$ cat src/rtl/mem_req_arbiter_pkg.sv
// rtl/mem_req_arbiter_pkg.sv - shared types and helpers for the memory request arbiter
package mem_arbiter_pkg;

  localparam int ADDR_W = 64;
  localparam int DATA_W = 32;
  localparam int BE_W   = 4;

  // Port index width; a single-entry index still needs one bit to be a legal vector.
  function automatic int idx_width(input int n);
    return (n > 1) ? $clog2(n) : 1;
  endfunction

  typedef struct packed {
    logic [ADDR_W-1:0] address;
    logic [DATA_W-1:0] wdata;
    logic              we;
    logic [BE_W-1:0]   be;
  } mem_req_t;

  typedef struct packed {
    logic              rvalid;
    logic [DATA_W-1:0] rdata;
  } mem_rsp_t;

endpackage

$ cat src/rtl/mem_req_arbiter_if.sv
// rtl/mem_req_arbiter_if.sv - requester-side and memory-side signals of the arbiter
interface mem_req_arbiter_if #(
  parameter int NR_PORTS     = 2,
  parameter int ADDRESS_SIZE = 64
);
  logic [NR_PORTS-1:0]                   req_i;
  logic [NR_PORTS-1:0][ADDRESS_SIZE-1:0] address_i;
  logic [NR_PORTS-1:0][31:0]             wdata_i;
  logic [NR_PORTS-1:0]                   we_i;
  logic [NR_PORTS-1:0][3:0]              be_i;
  logic [NR_PORTS-1:0]                   gnt_o;
  logic [NR_PORTS-1:0]                   rvalid_o;
  logic [NR_PORTS-1:0][31:0]             rdata_o;

  logic                    mem_req_o;
  logic [ADDRESS_SIZE-1:0] mem_address_o;
  logic [31:0]             mem_wdata_o;
  logic                    mem_we_o;
  logic [3:0]              mem_be_o;
  logic                    mem_gnt_i;
  logic                    mem_rvalid_i;
  logic [31:0]             mem_rdata_i;

  modport slave (
    input  req_i, address_i, wdata_i, we_i, be_i,
    output gnt_o, rvalid_o, rdata_o,
    output mem_req_o, mem_address_o, mem_wdata_o, mem_we_o, mem_be_o,
    input  mem_gnt_i, mem_rvalid_i, mem_rdata_i
  );

  modport master (
    output req_i, address_i, wdata_i, we_i, be_i,
    input  gnt_o, rvalid_o, rdata_o,
    input  mem_req_o, mem_address_o, mem_wdata_o, mem_we_o, mem_be_o,
    output mem_gnt_i, mem_rvalid_i, mem_rdata_i
  );
endinterface

$ cat src/rtl/mem_arbiter_id_fifo.sv
// rtl/mem_arbiter_id_fifo.sv - in-order FIFO of granted requester indices
module mem_arbiter_id_fifo #(
  parameter int DEPTH = 4,
  parameter int WIDTH = 1
) (
  input  logic             clk_i,
  input  logic             rst_ni,
  input  logic             push_i,
  input  logic [WIDTH-1:0] data_i,
  input  logic             pop_i,
  output logic             full_o,
  output logic             empty_o,
  output logic [WIDTH-1:0] head_o
);
  localparam int PTR_W = (DEPTH > 1) ? $clog2(DEPTH) : 1;
  localparam int CNT_W = $clog2(DEPTH) + 1;

  logic [WIDTH-1:0] mem_q [DEPTH];
  logic [WIDTH-1:0] mem_d [DEPTH];
  logic [PTR_W-1:0] wptr_q, wptr_d, rptr_q, rptr_d;
  logic [CNT_W-1:0] cnt_q, cnt_d;
  logic             do_push, do_pop;

  function automatic logic [PTR_W-1:0] ptr_next(input logic [PTR_W-1:0] p);
    return (p == PTR_W'(DEPTH - 1)) ? '0 : p + 1'b1;
  endfunction

  assign full_o  = (cnt_q == CNT_W'(DEPTH));
  assign empty_o = (cnt_q == '0);
  assign head_o  = mem_q[rptr_q];
  assign do_push = push_i & ~full_o;
  assign do_pop  = pop_i & ~empty_o;

  always_comb begin
    mem_d  = mem_q;
    wptr_d = wptr_q;
    rptr_d = rptr_q;
    cnt_d  = cnt_q;
    if (do_push) begin
      mem_d[wptr_q] = data_i;
      wptr_d        = ptr_next(wptr_q);
    end
    if (do_pop) begin
      rptr_d = ptr_next(rptr_q);
    end
    case ({do_push, do_pop})
      2'b10:   cnt_d = cnt_q + CNT_W'(1);
      2'b01:   cnt_d = cnt_q - CNT_W'(1);
      default: cnt_d = cnt_q;
    endcase
  end

  always_ff @(posedge clk_i or negedge rst_ni) begin
    if (!rst_ni) begin
      for (int i = 0; i < DEPTH; i++) begin
        mem_q[i] <= '0;
      end
      wptr_q <= '0;
      rptr_q <= '0;
      cnt_q  <= '0;
    end else begin
      mem_q  <= mem_d;
      wptr_q <= wptr_d;
      rptr_q <= rptr_d;
      cnt_q  <= cnt_d;
    end
  end
endmodule

$ cat src/rtl/mem_req_arbiter.sv
// rtl/mem_req_arbiter.sv - round-robin arbiter sharing one req/gnt/rvalid memory port
module mem_req_arbiter
  import mem_arbiter_pkg::*;
#(
  parameter int NR_PORTS        = 2,
  parameter int ADDRESS_SIZE    = 64,
  parameter int MAX_OUTSTANDING = 4
) (
  input logic              clk_i,
  input logic              rst_ni,
  mem_req_arbiter_if.slave bus
);
  localparam int IDX_W = idx_width(NR_PORTS);
  typedef logic [IDX_W-1:0] idx_t;

  idx_t     rr_q, rr_d;
  logic     lock_vld_q, lock_vld_d;
  idx_t     lock_idx_q, lock_idx_d;
  idx_t     win, cand, fifo_head;
  logic     win_vld, mem_req, handshake, pop;
  logic     fifo_full, fifo_empty;
  mem_req_t win_req;
  mem_rsp_t rsp;

  // A requester left on the bus without a grant keeps the bus until it is served.
  always_comb begin
    win     = rr_q;
    win_vld = 1'b0;
    cand    = rr_q;
    if (lock_vld_q && bus.req_i[lock_idx_q]) begin
      win     = lock_idx_q;
      win_vld = 1'b1;
    end else begin
      for (int o = NR_PORTS - 1; o >= 0; o--) begin
        cand = idx_t'((int'(rr_q) + o) % NR_PORTS);
        if (bus.req_i[cand]) begin
          win     = cand;
          win_vld = 1'b1;
        end
      end
    end
  end

  always_comb begin
    win_req = '0;
    if (win_vld) begin
      win_req.address = ADDR_W'(bus.address_i[win]);
      win_req.wdata   = bus.wdata_i[win];
      win_req.we      = bus.we_i[win];
      win_req.be      = bus.be_i[win];
    end
  end

  assign mem_req   = win_vld & ~fifo_full;
  assign handshake = mem_req & bus.mem_gnt_i;
  assign pop       = bus.mem_rvalid_i & ~fifo_empty;
  assign rsp       = '{rvalid: pop, rdata: bus.mem_rdata_i};

  assign bus.mem_req_o     = mem_req & rst_ni;
  assign bus.mem_address_o = ADDRESS_SIZE'(win_req.address);
  assign bus.mem_wdata_o   = win_req.wdata;
  assign bus.mem_we_o      = win_req.we;
  assign bus.mem_be_o      = win_req.be;

  always_comb begin
    bus.gnt_o    = '0;
    bus.rvalid_o = '0;
    if (handshake && rst_ni) begin
      bus.gnt_o[win] = 1'b1;
    end
    if (rsp.rvalid && rst_ni) begin
      bus.rvalid_o[fifo_head] = 1'b1;
    end
    for (int i = 0; i < NR_PORTS; i++) begin
      bus.rdata_o[i] = rsp.rdata;
    end
  end

  always_comb begin
    rr_d       = rr_q;
    lock_vld_d = lock_vld_q;
    lock_idx_d = lock_idx_q;
    if (handshake) begin
      rr_d       = (int'(win) == NR_PORTS - 1) ? '0 : idx_t'(int'(win) + 1);
      lock_vld_d = 1'b0;
    end else if (mem_req) begin
      lock_vld_d = 1'b1;
      lock_idx_d = win;
    end else if (lock_vld_q && !bus.req_i[lock_idx_q]) begin
      lock_vld_d = 1'b0;
    end
  end

  always_ff @(posedge clk_i or negedge rst_ni) begin
    if (!rst_ni) begin
      rr_q       <= '0;
      lock_vld_q <= 1'b0;
      lock_idx_q <= '0;
    end else begin
      rr_q       <= rr_d;
      lock_vld_q <= lock_vld_d;
      lock_idx_q <= lock_idx_d;
    end
  end

  mem_arbiter_id_fifo #(
    .DEPTH (MAX_OUTSTANDING),
    .WIDTH (IDX_W)
  ) u_id_fifo (
    .clk_i   (clk_i),
    .rst_ni  (rst_ni),
    .push_i  (handshake),
    .data_i  (win),
    .pop_i   (pop),
    .full_o  (fifo_full),
    .empty_o (fifo_empty),
    .head_o  (fifo_head)
  );

  // A response with nothing outstanding is dropped; flag it in simulation.
  assert property (@(posedge clk_i) disable iff (!rst_ni) !(bus.mem_rvalid_i && fifo_empty))
    else $error("mem_rvalid_i with no outstanding request");
endmodule
$ cat src/flat_wrapper.sv
// flat-port wrapper written by rule: the top's interface ports become plain ports
module mem_req_arbiter_flat import mem_arbiter_pkg::*;
#(
  parameter int NR_PORTS        = 2,
  parameter int ADDRESS_SIZE    = 64,
  parameter int MAX_OUTSTANDING = 4
)
  (clk_i, rst_ni, bus_req_i, bus_address_i, bus_wdata_i, bus_we_i, bus_be_i, bus_gnt_o, bus_rvalid_o, bus_rdata_o, bus_mem_req_o, bus_mem_address_o, bus_mem_wdata_o, bus_mem_we_o, bus_mem_be_o, bus_mem_gnt_i, bus_mem_rvalid_i, bus_mem_rdata_i);
  mem_req_arbiter_if #(.NR_PORTS(NR_PORTS), .ADDRESS_SIZE(ADDRESS_SIZE)) bus_i ();
  input logic clk_i;
  input logic rst_ni;
  input wire logic [$bits(bus_i.req_i)-1:0] bus_req_i;
  input wire logic [$bits(bus_i.address_i)-1:0] bus_address_i;
  input wire logic [$bits(bus_i.wdata_i)-1:0] bus_wdata_i;
  input wire logic [$bits(bus_i.we_i)-1:0] bus_we_i;
  input wire logic [$bits(bus_i.be_i)-1:0] bus_be_i;
  output wire logic [$bits(bus_i.gnt_o)-1:0] bus_gnt_o;
  output wire logic [$bits(bus_i.rvalid_o)-1:0] bus_rvalid_o;
  output wire logic [$bits(bus_i.rdata_o)-1:0] bus_rdata_o;
  output wire logic [$bits(bus_i.mem_req_o)-1:0] bus_mem_req_o;
  output wire logic [$bits(bus_i.mem_address_o)-1:0] bus_mem_address_o;
  output wire logic [$bits(bus_i.mem_wdata_o)-1:0] bus_mem_wdata_o;
  output wire logic [$bits(bus_i.mem_we_o)-1:0] bus_mem_we_o;
  output wire logic [$bits(bus_i.mem_be_o)-1:0] bus_mem_be_o;
  input wire logic [$bits(bus_i.mem_gnt_i)-1:0] bus_mem_gnt_i;
  input wire logic [$bits(bus_i.mem_rvalid_i)-1:0] bus_mem_rvalid_i;
  input wire logic [$bits(bus_i.mem_rdata_i)-1:0] bus_mem_rdata_i;
  assign bus_i.req_i = bus_req_i;
  assign bus_i.address_i = bus_address_i;
  assign bus_i.wdata_i = bus_wdata_i;
  assign bus_i.we_i = bus_we_i;
  assign bus_i.be_i = bus_be_i;
  assign bus_gnt_o = bus_i.gnt_o;
  assign bus_rvalid_o = bus_i.rvalid_o;
  assign bus_rdata_o = bus_i.rdata_o;
  assign bus_mem_req_o = bus_i.mem_req_o;
  assign bus_mem_address_o = bus_i.mem_address_o;
  assign bus_mem_wdata_o = bus_i.mem_wdata_o;
  assign bus_mem_we_o = bus_i.mem_we_o;
  assign bus_mem_be_o = bus_i.mem_be_o;
  assign bus_i.mem_gnt_i = bus_mem_gnt_i;
  assign bus_i.mem_rvalid_i = bus_mem_rvalid_i;
  assign bus_i.mem_rdata_i = bus_mem_rdata_i;
  mem_req_arbiter #(.NR_PORTS(NR_PORTS), .ADDRESS_SIZE(ADDRESS_SIZE), .MAX_OUTSTANDING(MAX_OUTSTANDING)) u_core (.clk_i(clk_i), .rst_ni(rst_ni), .bus(bus_i));
endmodule
$ cat config.mk
export PLATFORM = sky130hd
export DESIGN_NAME = mem_req_arbiter_flat
export DESIGN_NICKNAME = d
export VERILOG_FILES = /design/src/rtl/mem_req_arbiter_pkg.sv /design/src/rtl/mem_req_arbiter_if.sv /design/src/rtl/mem_arbiter_id_fifo.sv /design/src/rtl/mem_req_arbiter.sv /design/src/flat_wrapper.sv
export SDC_FILE = /design/constraint.sdc
export NUM_CORES = 1
export LEC_CHECK = 0
export ABC_AREA = 1
export CAP_MARGIN = 5
export CORE_AREA = 4 4 158 160
export DETAILED_ROUTE_END_ITERATION = 8
export DIE_AREA = 0 0 162 164
export PLACE_DENSITY_LB_ADDON = 0.12
export SYNTH_ARGS = -nofsm -noshare
export SYNTH_HDL_FRONTEND = slang
export SYNTH_HIERARCHICAL = 1
export SYNTH_SLANG_ARGS = --single-unit
$ cat constraint.sdc
create_clock -name clk_i -period 2.1 [get_ports clk_i]
set_clock_uncertainty 0.15 [all_clocks]
set_input_delay 0.63 -clock clk_i [delete_from_list [all_inputs] [get_ports clk_i]]
set_output_delay 0.63 -clock clk_i [all_outputs]
set_load 0.01 [all_outputs]
* Word-level counts from Yosys, hierarchy flattened
Cells that the tools add are included.
** Storage, ports and cells
- Register bits :: 14
- RAM bits :: 0
- Bits in latches :: 0
- Memory bits (read-only) :: 0
- Output and inout bits :: 170
- Memories kept :: 0
- Input port bits :: 240
- Word-level logic and storage cells :: 94
** Operators by class
- Add/subtract/negate cells :: 6
- Divide/modulo/power cells :: 0
- Equality and inequality tests :: 5
- Shift-type cells :: 0
- Bitwise logic cells :: 11
- $mul :: 0
- Reduce and logical (&&, ||, !) cells :: 12
- Muxes and demuxes :: 40
- Order comparisons :: 10
** Operator list (count)
- $mux W64 :: 2
- $mux W101 :: 1
- $mux W32 :: 2
- $mux W1 :: 23
- $lt A1 B2 Y1 const B :: 5
- $mux W2 :: 4
- $mux W4 :: 2
- $logic_and A1 B1 Y1 :: 7
- $and A1 B1 Y1 :: 6
- $eq A2 B2 Y1 const B :: 3
- $ge A3 B3 Y1 const B :: 2
- $not A2 Y3 :: 2
- $pmux W3 S2 :: 1
- $add A2 B1 Y2 const B :: 2
- $bwmux W4 :: 1
- $add A3 B1 Y3 const B :: 1
- $eq A3 B3 Y1 const B :: 1
- $logic_not A3 Y1 :: 1
- $lt A3 B1 Y1 const B :: 1
- $not A1 Y1 :: 3
- $reduce_bool A3 Y1 :: 1
- $sub A3 B1 Y3 const B :: 1
- $add A1 B1 Y1 const B :: 2
- $bmux W1 S2 :: 1
- 7 further kinds :: 9

* Longest topological paths before layout
- Word-level depth :: 11
- Mapped depth :: 15
- Gate-level depth less buffers :: 14

* By module
The synthesis kept the hierarchy.
** By module, submodules not included
- mem_req_arbiter :: cells an instance 672, sequential area each 75.1 um^2, instances 1, area each 3236.9 um^2
- mem_arbiter_id_fifo :: cells an instance 80, sequential area each 275.3 um^2, instances 1, area each 680.7 um^2

* Worst setup path before layout
OpenSTA, ideal clock, no wires.
- Kind :: input to register
- From :: input port bus_req_i[0]
- To :: register u_core.u_id_fifo.cnt_q[2]
- Cell stages on the path :: 13
- Library setup time :: 0.117 ns
- Path buffers :: 1
- Setup slack :: -0.226 ns
- Required time :: 1.833 ns
- Data arrival time :: 2.060 ns
- Path through :: nand2_1 nand2_1 nor2_2 nor3_1 buf_4 nand2_1 ha_1 inv_1 fa_1 nand2_1 nand3_1 nand2_1 nand2_1
** Between the ends
- Longest elaborated chain between the ends :: 10
- Elaborated cells on any way between the ends :: 17
- Those cells by class :: 2 x eq/ne; 10 x mux; 3 x bitwise; 2 x reduce/logical
** RTL lines
- from (decl) :: line flat_wrapper.sv:12 : input wire logic [$bits(bus_i.req_i)-1:0] bus_req_i;
- $mux W1 (not written as such) (2 in series) :: line mem_req_arbiter.sv:36 : if (bus.req_i[cand]) begin
- $mux W1 (2 in series) :: line mem_req_arbiter.sv:36
- $mux W1 * :: line mem_req_arbiter.sv:30 : if (lock_vld_q && bus.req_i[lock_idx_q]) begin
- $and A1 B1 Y1 * :: line mem_req_arbiter.sv:54 : assign mem_req = win_vld & ~fifo_full;
- $and A1 B1 Y1 * :: line mem_req_arbiter.sv:55 : assign handshake = mem_req & bus.mem_gnt_i;
- net u_core.handshake :: line mem_req_arbiter.sv:20 : logic win_vld, mem_req, handshake, pop;
- $and A1 B1 Y1 * :: line mem_arbiter_id_fifo.sv:31 : assign do_push = push_i & ~full_o;
- $eq A2 B1 Y1 or $eq A2 B2 Y1 (tied branches) :: line mem_arbiter_id_fifo.sv:46 : case ({do_push, do_pop})
- $pmux W3 S2 or $reduce_bool A2 Y1 (tied branches)
- to (signal assigned) :: line mem_arbiter_id_fifo.sv:65 : cnt_q <= cnt_d;
- to (decl) :: line mem_arbiter_id_fifo.sv:21 : logic [CNT_W-1:0] cnt_q, cnt_d;
Mark *: on every way through the listed nets, which the timed path passes. The rest lies on a longest branch. The select of a mux whose other input is x is not followed.
A chain may end at the register's enable or synchronous reset.

* Final worst setup path
- From :: input port bus_req_i[0]
- To :: output port bus_mem_wdata_o[5]
** Between the ends
- Longest elaborated chain between the ends :: 8
- Elaborated cells on any way between the ends :: 16
- Those cells by class :: 15 x mux; 1 x reduce/logical
** RTL lines
- $mux W1 (not written as such) (2 in series) :: line mem_req_arbiter.sv:36
- $mux W1 (2 in series) :: line mem_req_arbiter.sv:36
- $mux W1 :: line mem_req_arbiter.sv:30
- $mux W32 (not written as such) (2 in series) :: line mem_req_arbiter.sv:48 : win_req.wdata = bus.wdata_i[win];
- $mux W101 * :: line mem_req_arbiter.sv:46 : if (win_vld) begin
- to (decl) :: line flat_wrapper.sv:22 : output wire logic [$bits(bus_i.mem_wdata_o)-1:0] bus_mem_wdata_o;
Mark *: on every way between the ends. The rest lies on a longest branch, timed or not. The select of a mux whose other input is x is not followed.

==> run_results.csv <==
group,metric,value,unit
power,p_int,7.543,mW
routing,finalWirelength,26380,um
global_route,first_global_vias,6309,
clock_network,clock_latency,0.24,ns
setup_path,crit_top_cell,"buf_12",
clock_network,clock-sinks,14,
yosys,yosysSeqAreaShare,0.08943,
outcome,status,"complete, but fails checks",
clock_network,htreeDepth,1,
yosys,syn_inst,752,
routing,wl_per_cell,18.22,um
clock_network,clock-root-buffer,"clkbuf_16",
global_route,antenna_found_initial,1,
setup_path,path_depth,13,
hold_path,hold_class,"input pin to async pin",
setup_path,cp-start-kind,"input pin",
setup_path,critPathKind,"input pin to output pin",
power,seq_power_share,0.038,
placement,dpl.hpwl,15850,um
sta,min_period,2.719,ns
routing,drt_drc_violations_left,0,
finish,stdcell_area,11340,um2
power,power_frac_clock,0.025,
routing,first_pass_iters,4,
yosys,syn_area,3918,um2
yosys,avgSynthCellArea,5.209,um2
floorplanning,die_area,26570,um2
setup_path,critical_path_arrival,1.94,ns
sta,setup_slack,-0.6188,ns
setup_path,slowest_delay,0.15,ns
sta,timing.final.crit_share,1.295,
yosys,yosys_warnings,6,
setup_path,r2r_cells,15,
power,p_comb_frac,0.937,
finish,layout-drive-gt1-share,0.5945,
clock_network,cts_made_buffers,3,
finish,final_cell_mix,"clkdlybuf4s50_1 (203), inv_1 (116), nand2_4 (83)",
finish,syn2layout_area_growth,189.4,%
routing,num_vias,6101,
sta,final-setup-viol-count,113,
global_route,grt_overflow,0,
setup_path,crit_buf_inv,8,
setup_path,required,1.32,ns
floorplanning,fp.dieH,164,um
yosys,synth.distinct_cells,25,
power,switchingPower,6.591,mW
sta,timing.hold.ws,0.2445,ns
power,p_leak,5.367,nW
floorplanning,rows,56,
clock_network,cts.path.max_buffers,2,
power,power.density,1247,nW/um2
sta,hold_viol_final,0,
placement,placed_area,7575,um2
floorplanning,ioPinCount,410,
placement,gp_congestion,0.7810,
yosys,synth-seq-cells,14,
finish,fin_nets,1376,
power,finalPower,14.13,mW
global_route,grt_pass1_wl,37370,um
setup_path,critPathCaptureType,"output pin",
clock_network,cts_tree,"yes",
outcome,violations,"setup timing",
floorplanning,core-area,23400,um2
routing,postRouteAntennaNets,0,
yosys,synthesis.nets,999,
sta,max_freq,0.3678,GHz
power,sw_frac_of_total,0.4663,
setup_path,path_max_fanout,6,
global_route,grt_max_degree,28,
sta,drv_slew,0,
sta,max_slew_margin,0.8220,
global_route,grt_usage,0.1791,
setup_path,path_delay_family,"buffers and inverters",
floorplanning,die_x,162,um
setup_path,crit_slowest_cell,"buf_16",
sta,rsz0062_at_grt,"yes",
routing,via_per_inst,4.213,
placement,io_buffers,313,
routing,drt-initial-drc-count,179,
power,vdd_drop_max,0.5575,mV
finish,final_common_cell,"clkdlybuf4s50_1",
setup_path,path_cells,"buf_12 > buf_6 > nand2_2 > nand2_2 > nor2_4 > buf_12 > buf_12 > clkinv_16 > buf_12 > buf_16 > nand2_4 > nor2_2 > buf_2",
sta,max_slew.worst_pin.slew,0.2670,ns
clock_network,clk_pin_slew,0.05,ns
run,cap_violations,0,
floorplanning,start_util,0.1674,
-- layout make-up --
type	count	area (um2)
fill	2285	12070
timing repair buffer	490	5548
multi-input combinational	495	4418
inverter	124	509.2
tap	319	399.1
sequential	14	352.8
clock buffer	3	75.07
timing repair inverter	1	30.03
antenna	2	5.005
-- timing repair --
item,in CTS,in global routing
endpoints found under the setup margin,117,113
pin swaps,128,78
gates cloned,35,10
hold buffers,0,0
buffers inserted,69,20
resized for setup,832,200
-- registers in the layout, summed over array words and instances, names as in the netlist --
signal,cells
u_core/lock_idx_q,1
u_core/u_id_fifo/mem_q,4
u_core/u_id_fifo/cnt_q,3
u_core/u_id_fifo/wptr_q,2
u_core/u_id_fifo/rptr_q,2
u_core/lock_vld_q,1
u_core/rr_q,1
-- cell families after synthesis --
group,synth area share
compound gates,0.1386
xor+xnor,0.002236
fa+ha+maj,0.02427
buf+inv,0.3350
flops,0.08943
simple gates,0.4104
-- path summary, 6_finish.rpt --
path	start	endpoint	slack (ns)
max	bus_req_i[0]	bus_mem_wdata_o[5]	-0.62
min	rst_ni	u_core/lock_vld_q	0.24
max reg2reg	u_core/rr_q	u_core/u_id_fifo/cnt_q[1]	-0.51
min reg2reg	u_core/u_id_fifo/mem_q[3]	u_core/u_id_fifo/mem_q[3]	0.32
max in group asynchronous	rst_ni	u_core/u_id_fifo/mem_q[3]	1.41
min in group clk_i	u_core/u_id_fifo/mem_q[3]	u_core/u_id_fifo/mem_q[3]	0.32
-- metrics by stage --
step,worst slack (ns),instances,util,TNS (ns)
6_report,-0.6188,1448,0.4844,-57.65
3_5_place_dp,-1.382,1320,0.3237,-143.75
3_3_place_gp,-1.381,1320,0.3237,-142.67
5_1_grt,-0.6771,1447,0.4843,-64.77
2_1_floorplan,-0.08380,752,-,-5.983
4_1_cts,-0.6533,1426,0.4370,-59.96
-- power groups by stage --
stage	combinational [mW]	sequential, mW	clock [mW]
floorplan	4.39	0.510	0
global placement	7.92	0.528	0
detailed placement	7.88	0.525	0
CTS	12.2	0.520	0.360
global route	14.2	0.556	0.376
finish	13.2	0.536	0.353
-- metal layers --
layer / vias up / part of all wire / GRT usage
met5: - / 0 / 0
li1: 3054 / - / -
met2: 187 / 0.53 / 0.3389
met4: 0 / 0.011 / 0.02768
met3: 20 / 0.058 / 0.03338
met1: 2840 / 0.40 / 0.2141
-- cell usage after synthesis (all sizes together) --
cell type / instances / area [um2]
or2: 2 / 12.51
nor3: 1 / 5.000
xnor2: 1 / 8.760
dfrtp: 14 / 350.3
clkbuf: 10 / 37.54
nand3: 112 / 580.6
buf: 111 / 809.5
nand4: 5 / 31.28
nand2: 147 / 556.8
nor3b: 1 / 7.510
a21oi: 102 / 510.5
nor2: 109 / 414.2
inv: 124 / 465.4
o211ai: 1 / 7.510
ha: 6 / 75.07
o21ai: 5 / 25.02
fa: 1 / 20.02
No activity file was read; power rests on OpenSTA's default activity.
